<file path="config.mk">
export PLATFORM = sky130hd
export DESIGN_NAME = subtotal_cpu_flat
export DESIGN_NICKNAME = d
export VERILOG_FILES = /design/src/rtl/subtotal_cpu_pkg.sv /design/src/rtl/subtotal_cpu_if.sv /design/src/rtl/subtotal_cpu_alu.sv /design/src/rtl/subtotal_cpu.sv /design/src/flat_wrapper.sv
export SDC_FILE = /design/constraint.sdc
export NUM_CORES = 1
export LEC_CHECK = 0
export ABC_CLOCK_PERIOD_IN_PS = 3550
export CAP_MARGIN = 20
export CORE_MARGIN = 4
export CORE_UTILIZATION = 30
export CTS_BUF_LIST = sky130_fd_sc_hd__clkbuf_2
export DETAILED_ROUTE_END_ITERATION = 7
export PLACE_DENSITY = 0.47
export SLEW_MARGIN = 20
export SYNTH_ARGS = -nofsm -noshare
export SYNTH_HDL_FRONTEND = slang
export SYNTH_SLANG_ARGS = --single-unit
</file>
<file path="constraint.sdc">
create_clock -name clk -period 3.55 [get_ports clk]
set_input_delay 0.355 -clock clk [delete_from_list [all_inputs] [get_ports clk]]
set_output_delay 0.355 -clock clk [all_outputs]
set_load 0.01 [all_outputs]
</file>
<file path="src/rtl/subtotal_cpu_pkg.sv">
// rtl/subtotal_cpu_pkg.sv - shared widths, opcodes and state encoding for subtotal_cpu
package subtotal_cpu_pkg;

  localparam int DEF_DATA_W = 16;
  localparam int DEF_ADDR_W = 12;

  localparam logic [3:0] OP_LDA = 4'd0;
  localparam logic [3:0] OP_STO = 4'd1;
  localparam logic [3:0] OP_ADD = 4'd2;
  localparam logic [3:0] OP_SUB = 4'd3;
  localparam logic [3:0] OP_JMP = 4'd4;
  localparam logic [3:0] OP_JGE = 4'd5;
  localparam logic [3:0] OP_JNE = 4'd6;
  localparam logic [3:0] OP_STP = 4'd7;

  typedef enum logic [1:0] {
    FETCH = 2'd0,
    EXEC  = 2'd1,
    HALT  = 2'd2
  } state_t;

  // Opcodes whose execute cycle touches memory (read or write).
  function automatic logic is_mem_op(input logic [3:0] op);
    return (op == OP_LDA) || (op == OP_STO) || (op == OP_ADD) || (op == OP_SUB);
  endfunction

endpackage

</file>
<file path="src/rtl/subtotal_cpu_if.sv">
// rtl/subtotal_cpu_if.sv - shared memory bus between subtotal_cpu and its word memory
interface subtotal_cpu_if
  import subtotal_cpu_pkg::*;
#(
  parameter int DATA_W = DEF_DATA_W,
  parameter int ADDR_W = DEF_ADDR_W
);

  logic [DATA_W-1:0] in_data;
  logic [DATA_W-1:0] out_data;
  logic [ADDR_W-1:0] out_address;
  logic              memrq;
  logic              rnw;

  modport master (
    input  in_data,
    output out_data,
    output out_address,
    output memrq,
    output rnw
  );

  modport slave (
    output in_data,
    input  out_data,
    input  out_address,
    input  memrq,
    input  rnw
  );

endinterface

</file>
<file path="src/rtl/subtotal_cpu_alu.sv">
// rtl/subtotal_cpu_alu.sv - accumulator datapath: load pass-through, add, subtract
module subtotal_cpu_alu
  import subtotal_cpu_pkg::*;
#(
  parameter int DATA_W = DEF_DATA_W
) (
  input  logic [3:0]        op,
  input  logic [DATA_W-1:0] acc,
  input  logic [DATA_W-1:0] operand,
  output logic [DATA_W-1:0] result
);

  // Modulo-2^DATA_W arithmetic; no carry or flags are kept.
  always_comb begin
    result = acc;
    case (op)
      OP_LDA:  result = operand;
      OP_ADD:  result = acc + operand;
      OP_SUB:  result = acc - operand;
      default: result = acc;
    endcase
  end

endmodule

</file>
<file path="src/rtl/subtotal_cpu.sv">
// rtl/subtotal_cpu.sv - MU0-class accumulator CPU, fetch/execute; jumps enabled by SUBTOTAL_CPU_JUMP_EN
module subtotal_cpu
  import subtotal_cpu_pkg::*;
#(
  parameter int DATA_W   = DEF_DATA_W,
  parameter int ADDR_W   = DEF_ADDR_W,
  parameter int RESET_PC = 0
) (
  input  logic           clk,
  input  logic           rst_n,
  subtotal_cpu_if.master bus
);

  state_t            state;
  logic [ADDR_W-1:0] pc;
  logic [DATA_W-1:0] acc;
  logic [DATA_W-1:0] ir;

  logic [3:0]        opcode;
  logic [ADDR_W-1:0] operand;
  logic [DATA_W-1:0] alu_result;
  logic              jump_taken;

  logic              memrq_c;
  logic              rnw_c;
  logic [ADDR_W-1:0] addr_c;
  logic [DATA_W-1:0] wdata_c;

  assign opcode  = ir[DATA_W-1 -: 4];
  assign operand = ir[ADDR_W-1:0];

  subtotal_cpu_alu #(
    .DATA_W (DATA_W)
  ) u_alu (
    .op      (opcode),
    .acc     (acc),
    .operand (bus.in_data),
    .result  (alu_result)
  );

  // Branch decision for the instruction currently in ir; without jumps 4-6 fall through as NOP.
  always_comb begin
    jump_taken = 1'b0;
`ifdef SUBTOTAL_CPU_JUMP_EN
    case (opcode)
      OP_JMP:  jump_taken = 1'b1;
      OP_JGE:  jump_taken = ~acc[DATA_W-1];
      OP_JNE:  jump_taken = (acc != '0);
      default: jump_taken = 1'b0;
    endcase
`endif
  end

  // Bus drive decoded from state/ir/pc; gated by rst_n so an in-flight write dies with reset.
  always_comb begin
    memrq_c = 1'b0;
    rnw_c   = 1'b1;
    addr_c  = '0;
    wdata_c = '0;
    if (rst_n) begin
      case (state)
        FETCH: begin
          memrq_c = 1'b1;
          addr_c  = pc;
        end
        EXEC: begin
          if (is_mem_op(opcode)) begin
            memrq_c = 1'b1;
            addr_c  = operand;
            if (opcode == OP_STO) begin
              rnw_c   = 1'b0;
              wdata_c = acc;
            end
          end
        end
        default: begin
          memrq_c = 1'b0;
        end
      endcase
    end
  end

  assign bus.memrq       = memrq_c;
  assign bus.rnw         = rnw_c;
  assign bus.out_address = addr_c;
  assign bus.out_data    = wdata_c;

  // Fetch/execute sequencer: two cycles per instruction, HALT is terminal until reset.
  always_ff @(posedge clk or negedge rst_n) begin
    if (!rst_n) begin
      state <= FETCH;
      pc    <= ADDR_W'(RESET_PC);
      acc   <= '0;
      ir    <= '0;
    end else begin
      case (state)
        FETCH: begin
          ir    <= bus.in_data;
          pc    <= pc + 1'b1;
          state <= EXEC;
        end
        EXEC: begin
          if ((opcode == OP_LDA) || (opcode == OP_ADD) || (opcode == OP_SUB)) begin
            acc <= alu_result;
          end
          if (jump_taken) begin
            pc <= operand;
          end
          state <= (opcode == OP_STP) ? HALT : FETCH;
        end
        default: begin
          state <= HALT;
        end
      endcase
    end
  end

endmodule

</file>
<file path="src/flat_wrapper.sv">
// flat-port wrapper written by rule: the top's interface ports become plain ports
module subtotal_cpu_flat import subtotal_cpu_pkg::*;
#(
  parameter int DATA_W   = DEF_DATA_W,
  parameter int ADDR_W   = DEF_ADDR_W,
  parameter int RESET_PC = 0
)
  (clk, rst_n, bus_in_data, bus_out_data, bus_out_address, bus_memrq, bus_rnw);
  subtotal_cpu_if #(.DATA_W(DATA_W), .ADDR_W(ADDR_W)) bus_i ();
  input  logic clk;
  input  logic rst_n;
  input wire logic [$bits(bus_i.in_data)-1:0] bus_in_data;
  output wire logic [$bits(bus_i.out_data)-1:0] bus_out_data;
  output wire logic [$bits(bus_i.out_address)-1:0] bus_out_address;
  output wire logic [$bits(bus_i.memrq)-1:0] bus_memrq;
  output wire logic [$bits(bus_i.rnw)-1:0] bus_rnw;
  assign bus_i.in_data = bus_in_data;
  assign bus_out_data = bus_i.out_data;
  assign bus_out_address = bus_i.out_address;
  assign bus_memrq = bus_i.memrq;
  assign bus_rnw = bus_i.rnw;
  subtotal_cpu #(.DATA_W(DATA_W), .ADDR_W(ADDR_W), .RESET_PC(RESET_PC)) u_core (.clk(clk), .rst_n(rst_n), .bus(bus_i));
endmodule
</file>
==> results.py, run 1 <==
metrics = {
    "power": {
        "power.total_mw": 3.13,
        "powerDensity_nw_per_um2": 740,
        "clockPowerShare_pct": 8.2,
        "p_int_mw": 1.77,
        "p_leak_nw": 1.83,
        "comb_power_share_pct": 60.8,
        "p_switching_mw": 1.36,
        "irDropWorstVdd_mv": 0.250,
        "seqPwrFrac_pct": 31.0,
        "swShare_pct": 43.5,
    },
    "sta": {
        "fin_crit_ps": 3400,
        "slew_headroom_pct": 57.0,
        "fin_crit_sh_pct": 95.9,
        "skew_ps": 40.9,
        "max_freq_ghz": 0.294,
        "setup_viol": 0,
        "rsz0062_at_grt": "false",
        "tightest_slew_ps": 645,
        "setup_ws_ps": 146,
        "hold_violations": 0,
        "slew_violations": 0,
    },
    "final_layout": {
        "seq_area_um2": 1150,
        "drive_above_1_share_pct": 17.5,
        "final_cells": 593,
        "layout.nets": 492,
        "num_antenna_cells": 0,
        "nFillCells": 1108,
        "area_delta_synth_final_pct": 30.9,
        "multi_input_area_um2": 2010,
        "utilization_pct": 40.6,
        "final_area_um2": 4230,
    },
    "synthesis": {
        "ys_warn_count": 0,
        "netlist_instances": 368,
        "syn_area_um2": 3230,
        "synth_area_leader_cell": "dfrtp_1",
        "synth-edff-count": 0,
        "ys_top_cells_by_area": "dfrtp_1 36%, ha_1 6.6%, mux2_2 5.6%",
        "synth_seq_cells": 46,
        "synth_nets": 404,
        "synth_top_area_share_pct": 35.6,
        "synthTopCellsByCount": "46 x dfrtp_1, 46 x nor2_1, 35 x nand2_1",
        "avgSynthCellArea_um2": 8.79,
        "synth-async-reset-ratio_pct": 100,
        "synth_cell_type_count": 47,
        "yosysSeqAreaShare_pct": 35.6,
        "synthFlopType": "dfrtp_1",
    },
    "clocking": {
        "cts_tree": "yes",
        "clk_latency_ps": 460,
        "holdBufCountCts": 0,
        "post_cts_buffers": 0,
        "cts-root-buf": "clkbuf_2",
        "ctsLongestPathBuffers": 2,
        "numCtsBuffers": 5,
        "cts_sinks": 46,
        "cts.clk_slew.worst_paths_ps": 270,
        "htree_levels": 2,
        "cts_resized": 0,
    },
    "worst_setup_path": {
        "endpoint_kind": "register",
        "arrival_ps": 3800,
        "critical_path.cell_chain": "clkdlybuf4s50_1, or4_4, or3_4, nor2_1, a21oi_1, xnor2_1, ha_1, a21o_1, a211o_1, nor2b_1, a21oi_1, xnor2_2, or4b_1, nand4_1",
        "critical_path_required_ps": 3950,
        "path_class": "in2reg",
        "r2r_slack_ps": 230,
        "start_kind": "input pin",
        "cp_common_cell": "a21oi_1",
        "worst_path_max_delay_cell": "or4_4",
        "cp_slowest_stage_delay_ps": 570,
        "cp_max_fo": 3,
    },
    "run_status": {
        "run_status": "complete, no violations",
    },
    "placement": {
        "postPlaceCellArea_um2": 4180,
        "io_buffers": 47,
        "dp_hpwl_um": 6860,
        "dp_cells": 584,
        "dp_slack_ps": -337,
        "routabilityCongestion": 0.788,
    },
    "die": {
        "core-area_um2": 10400,
        "row_count": 37,
        "initial_core_util_pct": 31.1,
        "die_h_um": 112,
        "fp.dieW_um": 112,
        "io_pins": 48,
        "dieArea_um2": 12500,
    },
    "min_path": {
        "hp-class": "reg2reg",
    },
    "global_route": {
        "grtUsageTotal_pct": 14.6,
        "grt_pass1_wl_um": 14900,
        "grt_max_degree": 47,
        "busiest_layer": "met2",
        "overflow": 0,
        "antenna_found_initial": 0,
        "met1_usage_pct": 19.4,
        "grt_pass1_vias": 2908,
        "use_met2_pct": 25.0,
        "use_met3_pct": 2.88,
    },
    "drt": {
        "dr_total_vias": 2922,
        "routed_wl_um": 9070,
        "wl_per_cell_um": 15.3,
        "routed_via_density": 4.93,
        "ant_nets": 0,
        "drt_iter0_drc": 89,
        "drc": 0,
        "first_pass_iters": 4,
    },
    "run": {
        "maxCapViolations": 0,
    },
}
[layout by cell type (no fill, tap or decap), types with 4 or more instances in the layout]
cell type        synthesis  layout
nand2b_1                 4       4
nand3_1                 11      11
nor3_1                   6       6
clkbuf_2                 0       5
nand2_1                 35      35
ha_1                    17      17
a31oi_1                  6       6
inv_1                   10      10
and2_1                  16      16
buf_4                    0      46
nand4_1                  5       5
nor2_1                  46      45
xnor2_1                 20      20
and3_1                   8       8
o21ai_0                 17      17
a21oi_1                 26      26
a22oi_1                 13      13
a21o_1                   4       4
xor2_1                  13      13
clkdlybuf4s50_1          0      46
mux2_2                  16      16
dfrtp_1                 46      46
[state kept, by name, summed over array words and instances, names as in the netlist]
signal	count
u_core.pc	12
u_core.state	2
u_core.acc	16
u_core.ir	16
[area by class of cell]
class | count | share of cell area, %
Inverter | 10 | 0.887
Timing Repair Buffer | 94 | 19.4
Clock inverter | 3 | 0.561
Clock buffer | 5 | 0.591
Tap cell | 136 | 4.02
Sequential cell | 46 | 27.2
Multi-Input combinational cell | 299 | 47.4
[power groups by stage]
stage	Sequential (mW)	Clock, mW	Combinational [mW]
after CTS	0.973	0.272	1.92
after global placement	0.986	0	1.90
after detailed placement	0.987	0	1.91
final	0.971	0.256	1.91
after floorplan	0.907	0	1.30
after global routing	1.01	0.289	2.15
[metrics by stage]
step / hold WS [ps] / TNS (ps)
global placement: 457 / -278
global route: 501 / 0
CTS: 0.369 / 0
finish: 493 / 0
detailed placement: 461 / -337
floorplan: 59.4 / 0
[cell families (layout without fill, tap and decap cells)]
kind of cell,count (synthesis),after routing,synth area share (%)
buffers and inverters,23,112,2.67
AND/OR/NAND/NOR,146,146,22.8
AO/OA/AOI/OAI,82,82,15.8
multiplexers,19,19,6.50
XOR/XNOR,34,34,9.44
adder cells (fa/ha/maj),18,18,7.20
flip-flops,46,46,35.6
[layer usage]
metal | wire length (µm) | share of wire, %
met3 | 243 | 2.7
met1 | 4380 | 48
met4 | 104 | 1.1
met2 | 4350 | 48
met5 | 0 | 0
[path summary, 6_finish.rpt]
| kind | from | to | cells past startpoint |
|---|---|---|---|
| min reg2reg | u_core.pc[11] | u_core.pc[11] | 1 |
| min in group asynchronous | rst_n | u_core.acc[8] | 3 |
| min | u_core.pc[11] | u_core.pc[11] | 1 |
| max reg2reg | u_core.ir[15] | u_core.acc[10] | 14 |
| max | bus_in_data[8] | u_core.acc[15] | 14 |
| max in group asynchronous | rst_n | u_core.ir[13] | 3 |
[critical path: cells and delay by family]
kind	cells	cell delay, ps
xor+xnor	2	270
simple gates	6	1720
fa+ha+maj	1	290
compound gates	4	690
buf+inv	1	470
No activity file was read; power rests on OpenSTA's default activity.
==> run 2: changes to the inputs <==
ABC_CLOCK_PERIOD_IN_PS = 3000   (was 3550)
PLACE_DENSITY = 0.49   (was 0.47)
clock period = 3 ns   (was 3.55 ns; I/O delays follow)
==> run 2 against run 1 <==
Net effect: the run now ends with negative setup slack left; via count rose by 5.6%; critical path depth stayed put; global-route usage is 1.5 points higher; routed wire length grew 6.9%; clock skew is 9.4 ps lower; cell count is 5.6% higher; sequential share of layout area fell by 2.4 points; non-clock buffer count increased by 33; critical path type unchanged; register-to-register slack got worse by 260 ps.
==> results.py, run 2 (synthesized netlist as in run 1, its figures left out) <==
metrics = {
    "run_status": {
        "run_status": "finished with violations",
        "violations": "negative setup slack",
    },
    "drt": {
        "wl_per_cell_um": 15.5,
        "first_pass_iters": 4,
        "dr_total_vias": 3086,
        "drt_iter0_drc": 105,
        "drc": 0,
        "routed_wl_um": 9700,
        "ant_nets": 0,
        "routed_via_density": 4.93,
    },
    "placement": {
        "dp_slack_ps": -831,
        "routabilityCongestion": 0.856,
        "postPlaceCellArea_um2": 4380,
        "io_buffers": 47,
        "dp_cells": 611,
        "dp_hpwl_um": 7290,
    },
    "global_route": {
        "grt_max_degree": 47,
        "grtUsageTotal_pct": 16.2,
        "grt_pass1_vias": 3246,
        "grt_pass1_wl_um": 16500,
        "overflow": 0,
        "antenna_found_initial": 0,
    },
    "worst_setup_path": {
        "cp_max_fo": 3,
        "path_class": "in2reg",
        "worst_path_max_delay_cell": "or4_4",
        "arrival_ps": 3470,
        "endpoint_kind": "register",
        "path_depth": 14,
        "start_kind": "input pin",
        "critical_path_required_ps": 3400,
        "critPathTopFamily": "simple AND/OR/NAND/NOR gates",
        "r2r_slack_ps": -30,
        "cp_slowest_stage_delay_ps": 530,
        "critical_path.cell_chain": "buf_2, or4_4, or3_4, nor2_4, a21oi_2, xnor2_1, ha_1, a21o_1, a211o_1, nor2b_2, a21oi_4, xnor2_2, or4b_1, nand4_1",
        "cp-endpoint": "u_core.acc[15]",
        "critical_path_buf_inv_count": 1,
        "crit_start": "bus_in_data[6]",
        "r2r_start": "u_core.ir[15]",
        "r2r_cells": 15,
        "r2r_end": "u_core.acc[15]",
    },
    "final_layout": {
        "num_antenna_cells": 0,
        "nFillCells": 1068,
        "drive_above_1_share_pct": 28.8,
        "multi_input_area_um2": 2160,
        "final_cells": 626,
        "seq_area_um2": 1150,
        "final_common_cell": "buf_4",
        "layout_common_cells": "77 x buf_4, 46 x dfrtp_1, 43 x nor2_1, 42 x clkdlybuf4s50_1, 31 x nand2_1",
        "area_delta_synth_final_pct": 43.5,
        "final_area_um2": 4640,
        "top_regs": "u_core.acc x16, u_core.ir x16, u_core.pc x12",
        "layout.nets": 525,
    },
    "die": {
        "row_count": 37,
        "core-area_um2": 10400,
        "io_pins": 48,
        "fp.dieW_um": 112,
        "initial_core_util_pct": 31.1,
        "die_h_um": 112,
        "dieArea_um2": 12500,
    },
    "clocking": {
        "cts-root-buf": "clkbuf_2",
        "cts_tree": "yes",
        "ctsLongestPathBuffers": 2,
        "cts.clk_slew.worst_paths_ps": 280,
        "htree_levels": 2,
        "cts_sinks": 46,
        "numCtsBuffers": 5,
        "clk_latency_ps": 440,
    },
    "sta": {
        "slew_headroom_pct": 58.3,
        "fin_crit_sh_pct": 102,
        "skew_ps": 31.5,
        "rsz0062_at_grt": "true",
        "slew_violations": 0,
        "hold_violations": 0,
        "max_freq_ghz": 0.326,
        "setup_ws_ps": -66.1,
        "fin_crit_ps": 3070,
        "fin_setup_tns_ps": -66.1,
        "hold-worst-slack_ps": 212,
        "tightest_slew_ps": 625,
        "setup_viol": 1,
    },
    "min_path": {
        "holdPathStages": 3,
        "hp-class": "in2reg",
    },
    "power": {
        "powerDensity_nw_per_um2": 945,
        "irDropWorstVdd_mv": 0.308,
        "p_leak_nw": 2.03,
    },
    "run": {
        "maxCapViolations": 0,
    },
}
## run 2: report_power, final
group          switching (mW)  internal [mW]
Combinational            1.37           1.50
Sequential              0.246          0.891
Clock                   0.234          0.143
Total                    1.85           2.53
## run 2: what timing repair did
item | in CTS | in global routing
gates cloned | 0 | 0
setup buffers | 6 | 1
hold buffers | 1 | 0
pin swaps | 23 | 25
endpoints found under the setup margin | 4 | 23
gates resized for setup | 37 | 15
endpoints found under the hold margin | 13 | 0
## run 2: how the worst min path moves through the flow
stage	slack, ps	to	start
2_1_floorplan	4	u_core.acc[0]	rst_n
3_3_place_gp	460	u_core.pc[11]	u_core.pc[11]
3_5_place_dp	460	u_core.pc[11]	u_core.pc[11]
4_1_cts	170	u_core.ir[7]	bus_in_data[7]
5_1_grt	160	u_core.ir[7]	bus_in_data[7]
6_report	210	u_core.ir[7]	bus_in_data[7]
## run 2: per-layer routing
metal / GRT usage [%] / wire length (µm)
met5: 0 / 0
met1: 21.4 / 4610
met2: 27.8 / 4640
met4: 3.49 / 112
met3: 2.55 / 331
## run 2: through the flow
stage | utilization, % | total power [mW]
final | 44.6 | 4.39
after global routing | 44.6 | 4.79
after CTS | 43.9 | 4.28
after detailed placement | 42.1 | 3.69
after global placement | 42.1 | 3.64
after floorplan | - | 2.63
## run 2: area by class of cell
class | count | area share, %
clock buffers | 5 | 0.539
clock inverters | 3 | 0.943
inverters | 10 | 0.809
multi-input cells | 299 | 46.5
flip-flops and latches | 46 | 24.8
well taps | 136 | 3.67
repair buffers | 127 | 22.7
## run 2: worst register-to-register path: cells and delay by family (launching register included)
kind,cells,cell delay (ps)
XOR/XNOR,2,300
adder cells (fa/ha/maj),1,280
flip-flops,1,450
AO/OA/AOI/OAI,4,620
buffers and inverters,2,260
AND/OR/NAND/NOR,6,1130
